==> src/rtl/keypad_pkg.sv <==
// Shared definitions for the 4x4 keypad front end.
//   kp_state_t : scan/debounce FSM states
//   KEYMAP     : hex value of each key, indexed [row][col]
//   COL_IDLE   : column drive after reset (column 0 active, active-low)
//   low_row    : index of the lowest-numbered low row in an active-low row vector
package keypad_pkg;

  typedef enum logic [1:0] {SCAN, DEBOUNCE, HELD, RELEASE} kp_state_t;

  localparam logic [3:0] COL_IDLE = 4'b1110;

  localparam logic [3:0] KEYMAP [0:3][0:3] = '{
    '{4'h1, 4'h2, 4'h3, 4'hA},
    '{4'h4, 4'h5, 4'h6, 4'hB},
    '{4'h7, 4'h8, 4'h9, 4'hC},
    '{4'hE, 4'h0, 4'hF, 4'hD}
  };

  // Scanning from the top index down leaves the lowest low index in idx.
  function automatic logic [1:0] low_row(input logic [3:0] rows);
    logic [1:0] idx;
    idx = 2'd0;
    for (int i = 3; i >= 0; i--) begin
      if (!rows[i]) idx = 2'(i);
    end
    return idx;
  endfunction

endpackage

==> src/rtl/sync_2ff.sv <==
// Two-flop synchronizer for asynchronous level inputs.
//   clk   : destination clock
//   rst_n : asynchronous active-low reset, loads RST_VAL into both stages
//   d     : asynchronous input
//   q     : synchronized output (two cycles of latency)
module sync_2ff #(
  parameter int                WIDTH   = 4,
  parameter logic [WIDTH-1:0]  RST_VAL = '1
) (
  input  logic             clk,
  input  logic             rst_n,
  input  logic [WIDTH-1:0] d,
  output logic [WIDTH-1:0] q
);

  logic [WIDTH-1:0] meta_q;
  logic [WIDTH-1:0] sync_q;

  always_ff @(posedge clk or negedge rst_n) begin
    if (!rst_n) begin
      meta_q <= RST_VAL;
      sync_q <= RST_VAL;
    end else begin
      meta_q <= d;
      sync_q <= meta_q;
    end
  end

  assign q = sync_q;

endmodule

==> src/rtl/keypad_scan_debounce.sv <==
// 4x4 matrix keypad scanner with press/release debounce.
//   new_clock      : system clock
//   nrst           : asynchronous active-low reset
//   row_d          : raw active-low row lines (asynchronous)
//   column_signals : active-low one-cold column drive
//   key_code       : hex code of the last accepted key, held until the next press
//   key_valid      : one-cycle strobe when key_code is updated
//   key_held       : high from the key_valid cycle until the release is accepted
module keypad_scan_debounce
  import keypad_pkg::*;
#(
  parameter int SCAN_TICKS     = 1000,
  parameter int DEBOUNCE_TICKS = 50000
) (
  input  logic       new_clock,
  input  logic       nrst,
  input  logic [3:0] row_d,
  output logic [3:0] column_signals,
  output logic [3:0] key_code,
  output logic       key_valid,
  output logic       key_held
);

  localparam int MAX_TICKS = (SCAN_TICKS > DEBOUNCE_TICKS) ? SCAN_TICKS : DEBOUNCE_TICKS;
  localparam int CNT_W     = $clog2(MAX_TICKS);
  localparam logic [CNT_W-1:0] SCAN_LAST = CNT_W'(SCAN_TICKS - 1);
  localparam logic [CNT_W-1:0] DEB_LAST  = CNT_W'(DEBOUNCE_TICKS - 1);

  logic [3:0]       row_s;
  kp_state_t        state_q, state_d;
  logic [CNT_W-1:0] cnt_q, cnt_d;
  logic [3:0]       col_q, col_d;
  logic [3:0]       cand_q, cand_d;
  logic [3:0]       key_code_q, key_code_d;
  logic             key_valid_q, key_valid_d;
  logic             key_held_q, key_held_d;

  sync_2ff #(.WIDTH(4), .RST_VAL(4'b1111)) u_row_sync (
    .clk   (new_clock),
    .rst_n (nrst),
    .d     (row_d),
    .q     (row_s)
  );

  function automatic logic [3:0] next_col(input logic [3:0] col);
    return {col[2:0], col[3]};
  endfunction

  function automatic logic [1:0] col_idx(input logic [3:0] col);
    logic [1:0] idx;
    idx = 2'd0;
    for (int i = 0; i < 4; i++) begin
      if (!col[i]) idx = 2'(i);
    end
    return idx;
  endfunction

  // One counter serves as the scan dwell timer in SCAN and the stability
  // count in DEBOUNCE/RELEASE; every state change clears it.
  always_comb begin
    state_d     = state_q;
    cnt_d       = (cnt_q == '1) ? cnt_q : cnt_q + 1'b1;
    col_d       = col_q;
    cand_d      = cand_q;
    key_code_d  = key_code_q;
    key_valid_d = 1'b0;
    key_held_d  = key_held_q;
    case (state_q)
      SCAN: begin
        if (cnt_q == SCAN_LAST) begin
          cnt_d = '0;
          if (row_s == 4'b1111) begin
            col_d = next_col(col_q);
          end else begin
            cand_d  = row_s;
            state_d = DEBOUNCE;
          end
        end
      end
      DEBOUNCE: begin
        if (row_s != cand_q) begin
          state_d = SCAN;
          cnt_d   = '0;
          col_d   = next_col(col_q);
        end else if (cnt_q == DEB_LAST) begin
          key_code_d  = KEYMAP[low_row(cand_q)][col_idx(col_q)];
          key_valid_d = 1'b1;
          key_held_d  = 1'b1;
          state_d     = HELD;
          cnt_d       = '0;
        end
      end
      HELD: begin
        cnt_d = '0;
        if (row_s == 4'b1111) state_d = RELEASE;
      end
      RELEASE: begin
        if (row_s != 4'b1111) begin
          state_d = HELD;
          cnt_d   = '0;
        end else if (cnt_q == DEB_LAST) begin
          key_held_d = 1'b0;
          state_d    = SCAN;
          cnt_d      = '0;
          col_d      = next_col(col_q);
        end
      end
      default: begin
        state_d = SCAN;
        cnt_d   = '0;
      end
    endcase
  end

  always_ff @(posedge new_clock or negedge nrst) begin
    if (!nrst) begin
      state_q     <= SCAN;
      cnt_q       <= '0;
      col_q       <= COL_IDLE;
      cand_q      <= 4'b1111;
      key_code_q  <= 4'h0;
      key_valid_q <= 1'b0;
      key_held_q  <= 1'b0;
    end else begin
      state_q     <= state_d;
      cnt_q       <= cnt_d;
      col_q       <= col_d;
      cand_q      <= cand_d;
      key_code_q  <= key_code_d;
      key_valid_q <= key_valid_d;
      key_held_q  <= key_held_d;
    end
  end

  assign column_signals = col_q;
  assign key_code       = key_code_q;
  assign key_valid      = key_valid_q;
  assign key_held       = key_held_q;

endmodule

==> config.mk <==
export PLATFORM = sky130hd
export DESIGN_NAME = keypad_scan_debounce
export DESIGN_NICKNAME = d
export VERILOG_FILES = /design/src/rtl/keypad_pkg.sv /design/src/rtl/sync_2ff.sv /design/src/rtl/keypad_scan_debounce.sv
export SDC_FILE = /design/constraint.sdc
export NUM_CORES = 1
export LEC_CHECK = 0
export ABC_AREA = 1
export CAP_MARGIN = 20
export CORE_MARGIN = 1
export CORE_UTILIZATION = 35
export CTS_BUF_LIST = sky130_fd_sc_hd__clkbuf_8
export DETAILED_ROUTE_END_ITERATION = 10
export SETUP_SLACK_MARGIN = 0.02
export SLEW_MARGIN = 20
export SYNTH_ARGS = -nofsm -noshare
export SYNTH_HDL_FRONTEND = slang
export SYNTH_SLANG_ARGS = --single-unit
==> constraint.sdc <==
create_clock -name new_clock -period 1.85 [get_ports new_clock]
set_input_delay 0.37 -clock new_clock [delete_from_list [all_inputs] [get_ports new_clock]]
set_output_delay 0.37 -clock new_clock [all_outputs]
set_load 0.03 [all_outputs]
# [Word level (Yosys, flattened, before mapping)]
# Cells that the tools add are included.
[classes] bitwise_logic=4 n_eq_ne=20 n_mux=47 n_reduce_logical=8 n_lt_le_gt_ge=2 addsub=1
[op_table] operator="two-way mux 16 bit" count=7
[op_table] operator="case mux 16 bit (4 select lines)" count=1
[op_table] operator="two-way mux 2 bit" count=19
[op_table] operator="binary-select mux 16 bit (select 2 bit)" count=1
[op_table] operator="== test 16 bit, second input constant" count=2
[op_table] operator="two-way mux 4 bit" count=7
[op_table] operator="!= test 2 bit, second input constant" count=9
[op_table] operator="adder 16 x 1 -> 16 bit, second input constant" count=1
[op_table] operator="== test 16 x 10 -> 1 bit, second input constant" count=1
[op_table] operator="case mux 4 bit (3 select lines)" count=1
[op_table] operator="AND reduction 5 bit" count=2
[op_table] operator="binary-select mux 4 bit (select 2 bit)" count=1
[op_table] operator="two-way mux 1 bit" count=8
[op_table] operator="case mux 2 bit (4 select lines)" count=1
[op_table] operator="greater-or-equal comparator 3 bit, second input constant" count=2
[op_table] operator="!= test 3 bit, second input constant" count=2
[op_table] operator="NOT 2 -> 3 bit" count=2
[op_table] operator="AND reduction 3 bit" count=2
[op_table] operator="AND reduction 6 bit" count=1
[op_table] operator="== test 2 bit, second input constant" count=2
[op_table] operator="== test 4 bit, second input constant" count=1
[op_table] operator="!= test 4 bit" count=1
[op_table] operator="!= test 4 bit, second input constant" count=1
[op_table] operator="nonzero test 3 bit" count=1
[op_table] operator="5 further kinds" count=6
[word_totals] ff_bits=40 inputBits=6 word_cells=91

# [Depth between registers and ports, before layout]
[depth] ltp_word=14 depth_mapped=11 mapped_depth_nobuf=11

# [By module]
# Synthesis repeated with hierarchy kept, for this count alone.
[hier_totals] hier_cells=311 area_unflattened_um2=2274.7
[modules_own_cells] module="keypad_scan_debounce" n_inst=1 cells_each=303 area_each_um2=2064.5
[modules_own_cells] module="sync_2ff" n_inst=1 cells_each=8 area_each_um2=210.2

# [Least setup slack after synthesis]
# Ideal clock, no wire load.
[synth_timing] kind="flip-flop to flip-flop" startpoint="register cnt_q[0]" endpoint="register cnt_q[0]" setup_time_ps=123 t_required_ps=1727 synth_period_minus_slack_ps=1478 path_stages_with_launch=8 path_slack_ps=372 arrival_time_ps=1356 cell_sequence="dfrtp_1 > ha_1 > nand3_2 > inv_2 > nand4_1 > nand2_4 > buf_6 > a21oi_2"
[synth_via] elab_chain_len=5 elab_cells_between_ends=10 cone_classes="add/sub: 1; eq/ne: 3; mux: 6"
[synth_rtl] element="start, declared" line_no="keypad_scan_debounce.sv:31" rtl="logic [CNT_W-1:0] cnt_q, cnt_d;"
[synth_rtl] element="start signal, assigned" line_no="keypad_scan_debounce.sv:126" rtl="cnt_q <= cnt_d;"
[synth_rtl] element="adder 16 x 1 -> 16 bit or == test 16 bit (tied branches)" line_no="keypad_scan_debounce.sv:62" rtl="cnt_d = (cnt_q == '1) ? cnt_q : cnt_q + 1'b1;"
[synth_rtl] element="two-way mux 16 bit" line_no="keypad_scan_debounce.sv:62"
[synth_rtl] element="two-way mux 16 bit" line_no="keypad_scan_debounce.sv:85, keypad_scan_debounce.sv:101"
[synth_rtl] element="two-way mux 16 bit, on equally long branches" line_no="keypad_scan_debounce.sv:98, keypad_scan_debounce.sv:81"
[synth_rtl] element="case mux 16 bit (4 select lines) (*)" line_no="keypad_scan_debounce.sv:68" rtl="case (state_q)"
[synth_rtl] element="named net cnt_d[0]" line_no="keypad_scan_debounce.sv:31"
# The timed path passes the listed nets; every way through them passes the cells marked *.
# A chain may end at the register's enable or synchronous reset.

# [Worst setup path in the final report]
[layout_timing] startpoint="register col_q[0], in the netlist column_signals[0]" endpoint="output column_signals[0]"
[layout_lines] element="start, declared" line_no="keypad_scan_debounce.sv:32" rtl="logic [3:0] col_q, col_d;"
[layout_lines] element="start signal, assigned" line_no="keypad_scan_debounce.sv:127" rtl="col_q <= col_d;"
[layout_lines] element="end, declared" line_no="keypad_scan_debounce.sv:18" rtl="output logic [3:0] column_signals,"
# No word-level cell between the ends.

==> impl_results.md <==
- CTS clk-pin slew, worst paths: roughly 90 ps
- Crit path max-delay family: buffers and inverters
- Syn Nets: ~320
- R2R cell count: 7
- Largest stage delay, worst path: 680 ps
- Unique masters post-synth: 29
- Min Tclk post-route: 1720 ps
- CP Capture Type: output pin
- Grt ovf: 0
- Gr usage total: 0.151
- FF-to-FF Start: cnt_q[1]
- CTS Buffer Depth: 2
- Cts bufs inserted: 5
- Fin Setup TNS: 0 ps
- Final Hold Violating Endpoints: 0
- Critical path cell sequence: clkdlybuf4s50_1
- Die W: ~84 um
- Die area: 7020 sq um
- Die Y: about 84 um
- Synth warnings: 0
- Avg Inst Size Synth: approximately 7.5 sq um
- Worst skew pair latency: about 290 ps
- Commonest non-fill, non-tap cell in the layout: nand2_1
- CTS tree: yes
- LEAKAGE: between 1 and 1.5 nW
- DRC: 0
- Hold-fix buffers, CTS: 0
- Setup violations, final: 0
- Antenna violations before repair: 0
- First-pass GRT wire length: 8630 um
- Diode count: 0
- Filler cells: 630
- Vias per cell: 4.84
- HP Class: in2async
- Worst setup path class: reg2out
- Worst-Margin Slew: slightly below 500 ps
- Sequential fraction of the synthesis area: 0.436
- WP data arrival: roughly 1400 ps
- Period utilization: 0.929
- Most used cells in the layout excluding fill and tap cells: nand2_1 (94), inv_1 (32), nor2_1 (29), dfrtp_1 (25), nand3_1 (20)
- Post-detail-place hpwl: roughly 3700 um
- P&R area growth vs syn: 18.3%
- I/O pin cnt: 16
- Mapped Cells: 310
- Share of cells above drive strength 1: 0.211
- DRT iter0 DRCs: 158
- Slew headroom: 0.674
- CP max stage cell: clkdlybuf4s50_1
- Routed WL: approximately 4800 um
- IO buf count: 15
- Maximum VDD drop: approximately 0.00036 V
- Pre-antenna DRT Iters: 4
- Slew Limit Fails: 0
- Pin count of the biggest net entering global routing: between 40 and 50
- H-tree depth: 2
- Vias: 2029
- Avg WL per Cell: around 11 um
- Clock Sinks: 40
- Crit path buffers/inverters: 1
- Fmax: ~580 MHz
- Worst setup path startpoint: column_signals[0]
- FF+latch count, synth: 40
- Gpl congestion: between 0.8 and 0.9
- Num rows: 29
- Fin nets: roughly 350
- Critical Path Fanout Max: 3
- Max Cap Violations: 0
- Power Total: roughly 0.0017 W
- Non-Filler Instances: 419
- RSZ-0062 raised after global routing: no
- Crit start category: flop
- Core Region: approximately 6400 sq um
- Post-Synthesis Cell Area: between 2000 and 2500 sq um
- Post-DP Area: ~2600 sq um
- Vias in the first global route: slightly below 2000
- Levels on crit path: 1
- Placed insts: between 400 and 500
- Detail Route Antenna Nets: 0
- FF-to-FF setup slack: between 200 and 250 ps
- Critical Path End: column_signals[0]
- Worst Skew: between 10 and 15 ps
- Initial core utilization: 0.366
- Final instance area: around 2800 sq um
- Status: completed
- Crit path required time: approximately 1500 ps
- PwrDens: approximately 600 nW/um^2
- Reg-to-reg endpoint: cnt_q[0]
- Root Driver: clkbuf_8
==> per-stage QoR <==
stage               utilization  hold WS (ps)  setup WS [ps]
finish                    0.434           118            131
floorplan                     -          74.4            372
detailed placement        0.407           348            108
global route              0.434           163           23.3
global placement          0.407           346            183
CTS                       0.424           134           79.8
==> metal layers <==
| metal | share of wire | track usage |
|---|---|---|
| met1 | 0.48 | 0.195 |
| met2 | 0.48 | 0.259 |
| met3 | 0.028 | 0.0267 |
| met4 | 0.013 | 0.0416 |
| met5 | 0 | 0 |
==> worst min-delay path by stage <==
stage / endpoint / cells past startpoint
detailed placement: u_row_sync.q[0] / 0
global placement: u_row_sync.q[1] / 0
finish: cnt_q[15] / 2
floorplan: cnt_q[0] / 0
global route: column_signals[0] / 2
CTS: column_signals[0] / 2
==> cells in the mapped netlist, drive strengths merged <==
| cell | count | area share |
|---|---|---|
| a21boi | 3 | 0.0096 |
| a21oi | 26 | 0.072 |
| and2 | 2 | 0.0059 |
| buf | 3 | 0.013 |
| dfrtp | 25 | 0.27 |
| dfstp | 15 | 0.17 |
| ha | 1 | 0.0053 |
| inv | 40 | 0.064 |
| nand2 | 99 | 0.17 |
| nand3 | 22 | 0.051 |
| nand4 | 10 | 0.029 |
| nor2 | 36 | 0.071 |
| nor3 | 3 | 0.011 |
| o21ai | 16 | 0.034 |
| o21bai | 6 | 0.019 |
| or2 | 1 | 0.0027 |
| xor2 | 2 | 0.0075 |
==> power breakdown <==
| group | internal (W) | switching, W |
|---|---|---|
| Clock | 0.000407 | 0.000326 |
| Sequential | 0.000891 | 0.00000528 |
| Combinational | 0.0000146 | 0.0000263 |
| Total | 0.00131 | 0.000357 |
==> sequential cells by signal, summed over array words and instances (netlist names) <==
register,count
cnt_q,16
state_q,2
key_code,4
key_valid,1
cand_q,4
key_held,1
column_signals,4
u_row_sync.q,4
u_row_sync.meta_q,4
==> final cells by class <==
class	instances	area, sq um	area share
timing repair buffer	27	244	0.0881
tap	77	96.3	0.0348
inverter	40	150	0.0542
sequential	40	1020	0.368
clock inverter	3	45.0	0.0163
clock buffer	5	68.8	0.0249
multi-input combinational	227	1140	0.413
==> cell families (layout without fill, tap and decap cells) <==
kind of cell / count (synthesis) / after routing / share of synthesized area
XOR/XNOR: 2 / 2 / 0.00749
buffers and inverters: 43 / 75 / 0.0770
AND/OR/NAND/NOR: 173 / 173 / 0.340
AO/OA/AOI/OAI: 51 / 51 / 0.135
flip-flops: 40 / 40 / 0.436
adder cells (fa/ha/maj): 1 / 1 / 0.00535
==> what timing repair did <==
| item | CTS | global route |
|---|---|---|
| resized for setup | 3 | 2 |
| pin swaps | 0 | 1 |
| buffers inserted | 0 | 6 |
| endpoints found under the setup margin | 3 | 14 |
No activity file was read; power rests on OpenSTA's default activity.
